**config.mk**
```make
export PLATFORM = sky130hd
export DESIGN_NAME = ram_arb
export DESIGN_NICKNAME = d
export VERILOG_FILES = /design/src/rtl/ram_arb.sv
export SDC_FILE = /design/constraint.sdc
export NUM_CORES = 1
export LEC_CHECK = 0
export ABC_AREA = 0
export ABC_CLOCK_PERIOD_IN_PS = 2500
export CORE_ASPECT_RATIO = 1.2
export CORE_UTILIZATION = 40
export CTS_BUF_LIST = sky130_fd_sc_hd__clkbuf_4 sky130_fd_sc_hd__clkbuf_8 sky130_fd_sc_hd__clkbuf_16
export CTS_CLUSTER_SIZE = 8
export DETAILED_ROUTE_END_ITERATION = 12
export PLACE_DENSITY = 0.95
export SLEW_MARGIN = 20
export SYNTH_ARGS = -nofsm -noshare
export SYNTH_HDL_FRONTEND = slang
export SYNTH_SLANG_ARGS = --single-unit
export TNS_END_PERCENT = 30
```
**constraint.sdc**
```tcl
create_clock -name clk -period 2.5 [get_ports clk]
set_clock_uncertainty 0.15 [all_clocks]
set_input_delay 0.375 -clock clk [delete_from_list [all_inputs] [get_ports clk]]
set_output_delay 0.375 -clock clk [all_outputs]
set_load 0.05 [all_outputs]
```
**src/rtl/ram_arb.sv**
```systemverilog
// ram_arb: time-slices a 16x8 single-port RAM between the CPU and an external program loader.
// Owns the CPU MAR and stalls the CPU while the loader holds the RAM.
module ram_arb #(
   parameter int unsigned MAX_BURST = 4,
   parameter int unsigned CPU_SLOTS = 2
) (
   input  logic       clk,
   input  logic       rst_n,
   input  logic       cu_mi,
   input  logic       cu_ri,
   input  logic       cu_ro,
   input  logic       cu_h,
   input  logic [7:0] cpu_bus,
   output logic [7:0] cpu_rdata,
   output logic       cpu_stall,
   input  logic       ld_req,
   input  logic [3:0] ld_addr,
   input  logic       ld_we,
   input  logic [7:0] ld_wdata,
   output logic       ld_gnt,
   output logic [7:0] ld_rdata,
   output logic [3:0] ram_addr,
   output logic       ram_we,
   output logic [7:0] ram_wdata,
   input  logic [7:0] ram_rdata,
   output logic       bus_err
);

   typedef enum logic [1:0] {S_CPU, S_LDR, S_HOLD} state_t;

   localparam logic [3:0] BCNT_LAST = 4'(MAX_BURST - 1);
   localparam logic [3:0] HCNT_LAST = 4'(CPU_SLOTS - 1);

   state_t     state_q, state_d;
   logic [3:0] mar_q, mar_d;
   logic [3:0] bcnt_q, bcnt_d;
   logic [3:0] hcnt_q, hcnt_d;
   logic       bus_err_q, bus_err_d;
   logic       gnt_q, gnt_d;
   logic       cpu_own;

   assign cpu_own = (state_q != S_LDR);

   always_comb begin
      // NOTE: every signal written here gets a default first, so no path can infer a latch.
      state_d   = state_q;
      mar_d     = mar_q;
      bcnt_d    = bcnt_q;
      hcnt_d    = hcnt_q;
      bus_err_d = bus_err_q;

      if (cpu_own) begin
         if (cu_mi)
            mar_d = cpu_bus[3:0];
         if (cu_ri && cu_ro)
            bus_err_d = 1'b1;
      end

      case (state_q)
         S_CPU: begin
            if (ld_req) begin
               state_d = S_LDR;
               bcnt_d  = '0;
            end
         end
         S_LDR: begin
            if (!ld_req) begin
               state_d = S_CPU;
            end else begin
               // Saturate so a long halted burst cannot wrap and dodge the cut once cu_h drops.
               if (bcnt_q != 4'hF)
                  bcnt_d = bcnt_q + 4'd1;
               if (!cu_h && bcnt_q >= BCNT_LAST) begin
                  state_d = S_HOLD;
                  hcnt_d  = '0;
               end
            end
         end
         S_HOLD: begin
            hcnt_d = hcnt_q + 4'd1;
            if (hcnt_q == HCNT_LAST) begin
               if (ld_req) begin
                  state_d = S_LDR;
                  bcnt_d  = '0;
               end else begin
                  state_d = S_CPU;
               end
            end
         end
         default: state_d = S_CPU;
      endcase
   end

   // Grant/stall come straight from a flop so the CU never sees a decode glitch.
   assign gnt_d = (state_d == S_LDR);

   always_ff @(posedge clk or negedge rst_n) begin
      if (!rst_n) begin
         state_q   <= S_CPU;
         mar_q     <= '0;
         bcnt_q    <= '0;
         hcnt_q    <= '0;
         bus_err_q <= 1'b0;
         gnt_q     <= 1'b0;
      end else begin
         // NOTE: non-blocking assignments so every register updates from pre-edge values.
         state_q   <= state_d;
         mar_q     <= mar_d;
         bcnt_q    <= bcnt_d;
         hcnt_q    <= hcnt_d;
         bus_err_q <= bus_err_d;
         gnt_q     <= gnt_d;
      end
   end

   always_comb begin
      ram_addr  = mar_q;
      ram_we    = cu_ri;
      ram_wdata = cpu_bus;
      if (!cpu_own) begin
         ram_addr  = ld_addr;
         ram_we    = ld_req & ld_we;
         ram_wdata = ld_wdata;
      end
      // A write must not slip through while reset holds the arbiter.
      if (!rst_n)
         ram_we = 1'b0;
   end

   assign cpu_stall = gnt_q;
   assign ld_gnt    = gnt_q;
   assign cpu_rdata = ram_rdata;
   assign ld_rdata  = ram_rdata;
   assign bus_err   = bus_err_q;

endmodule
```
==> metrics.txt <==
Hold Buf Count CTS=0; CP max FO=15; Seq/Total Area, Yosys=34.9%; async set or reset register ratio after synthesis=100%; Period Utilization, post-route=roughly nine tenths; final setup fails=0; top cells by area, synth=dfrtp_1 (35%), nand2_1 (13%), buf_4 (12%); detailed-route via count=approximately 1100; worst min-delay path category=in -> async; Die X=around 51 µm; I/O pin count=68; largest net degree at the start of global routing=17; TritonRoute pass-1 iters=4; NetSw=1.07 mW; DRT iter0 DRCs=40; Req. time, crit path=between 1500 and 2000 ps; gr ovfl total=0; Synth Register Bits=16; GRT Util Overall=20.4%; Post-Synthesis Cells=between 100 and 150; critical path type=reg -> out; Avg Inst Size Synth=~8.4 µm²; Starting Density=approximately 44%; # DRC=0; setup bufs post-CTS=0; fmax=452 MHz; vias per inst=roughly 5.6; power share of the clock group=under 10%; crit path DAT=1690 ps; IO Port Bufs=43; Lkg Pwr=0.724 nW; post-route cell area=~1600 µm²; clk sinks=16; switching portion of total power=49.3%; maximum clock insertion buffer count=2; post-route ant nets=0; Reg2Reg Depth=3; CTS Buf Count=3; power share of the sequential group=between 20% and 30%; clk_lat worst skew=around 290 ps; post-synth top area cell=dfrtp_1; placement row count=20; number of global-route vias before repair=between 1000 and 1500; Core ar.=2630 µm²; most common library cells after synthesis=nand2_1 (40), buf_4 (19), dfrtp_1 (16); Placer Congestion=0.979; setup_tns=0 ps; Relative slew margins=roughly two thirds; share of post-route cells with drive strength above 1=a little under a fifth; power per cell area=~1300 nW/µm²; clk slew on worst S/H paths=roughly 90 ps; Hold Fails Final Rpt=0; Placed Instance Area=about 1600 µm²; synthesis-to-finish area growth=41.4%; DP HPWL=around 2.3 mm; DRT Wirelength=slightly below 3 mm; Post-synth EDFFs=0; VDD IR max=0.799 mV; synth warn=0; post-CTS sizing=0; RSZ-0062 raised after global routing=false; run status=finished, final reports clean; Synth Cell Area=between 1000 and 1500 µm²; H-Tree Depth=1; root buffer selected by CTS=clkbuf_4; die height=roughly 60 µm; first-pass GRT wire length=approximately 4.8 mm; Avg WL per Cell=roughly 15 µm; CP Launch Type=register; ant diodes=0; count of pins over their slew limit=0; internal power=around 1.1 mW; logic gate share of total power=between 70% and 80%; actual slew at the worst max-slew pin=~500 ps; Max Cap Viol=0; CTS tree=done; CP Capture Type=primary output; syn nets=about 180; Total Nets Final=roughly 200; min cycle time layout=~2200 ps; Unique masters post-synth=between 40 and 50; Die ar.=roughly 3000 µm²; predominant post-synthesis flop cell=dfrtp_1; share of the synthesized area in the top cell type=approximately a third; top-count cell post-synth=nand2_1; # fillers=between 200 and 250; initial antenna violation count=0
[final cells by class]
class / count / area [µm²] / share of cell area [%]
Timing Repair Buffer: 46 / 571 / 35.2
Multi-Input combinational cell: 91 / 556 / 34.2
Sequential cell: 16 / 400 / 24.7
Tap cell: 33 / 41.3 / 2.54
Clock buffer: 4 / 36.3 / 2.24
Inverter: 5 / 18.8 / 1.16
[layer usage]
layer / global-route usage (%) / part of all wire (%) / routed length [µm]
met1: 22.2 / 38 / 1110
met3: 4.76 / 9.4 / 271
met2: 39.8 / 51 / 1490
met4: 4.76 / 1.1 / 31
met5: 0 / 0 / 0
[cell usage in the layout, fill, tap and decap left out, types with 3 or more instances in the layout]
master / count
a21oi_1: 3
a31oi_1: 5
buf_12: 12
buf_4: 4
clkbuf_4: 3
clkdlybuf4s50_1: 30
dfrtp_1: 16
ha_1: 3
inv_1: 4
mux2_2: 4
nand2_1: 40
nand3_1: 4
o21ai_0: 6
[power by group through the flow]
stage | Sequential [mW] | Combinational [mW] | Clock (mW)
after floorplan | 0.434 | 0.990 | 0
after global placement | 0.456 | 1.48 | 0
after detailed placement | 0.471 | 1.52 | 0
after CTS | 0.466 | 1.53 | 0.176
after global routing | 0.484 | 1.61 | 0.187
final | 0.467 | 1.53 | 0.173
[worst paths after layout]
path                             from       end  slack (ps)
setup / recovery           state_q[1]    ram_we         290
hold / removal                  rst_n   bus_err         280
setup reg to reg           state_q[1]  mar_q[2]         780
hold reg to reg               bus_err   bus_err         340
max in group asynchronous       rst_n  mar_q[0]        1730
min in group clk              bus_err   bus_err         340
[kinds of logic (layout without fill, tap and decap cells)]
kind of cell	count (synthesis)	count (layout)	synth area share, %
buf+inv	29	55	16.7
compound gates	28	28	17.3
mux	4	4	3.93
xor+xnor	1	1	0.763
flops	16	16	34.9
fa+ha+maj	3	3	3.27
simple gates	55	55	23.1
[metrics by stage]
step                      instances  total power [mW]  setup WS, ps  util, %  hold slack, ps
after floorplan                 136              1.42           347        -           -70.6
after global placement          191              1.93           642     60.4             316
after detailed placement        191              1.99           618     60.4             321
after CTS                       195              2.17           294     61.8             294
after global routing            195              2.28           173     61.8             313
final                           195              2.17           288     61.8             280
[worst max-delay path, cell delays in order (launching register included)]
cell and delay [ps]:
dfrtp_1 540, nand2b_2 350, nand2_1 90, a21boi_1 230
buf_12 170
[state kept, by name, summed over array words and instances (netlist names)]
| name | flops |
|---|---|
| bcnt_q | 4 |
| bus_err | 1 |
| cpu_stall | 1 |
| hcnt_q | 4 |
| mar_q | 4 |
| state_q | 2 |
Note: power is estimated with default switching activity, not from simulation.
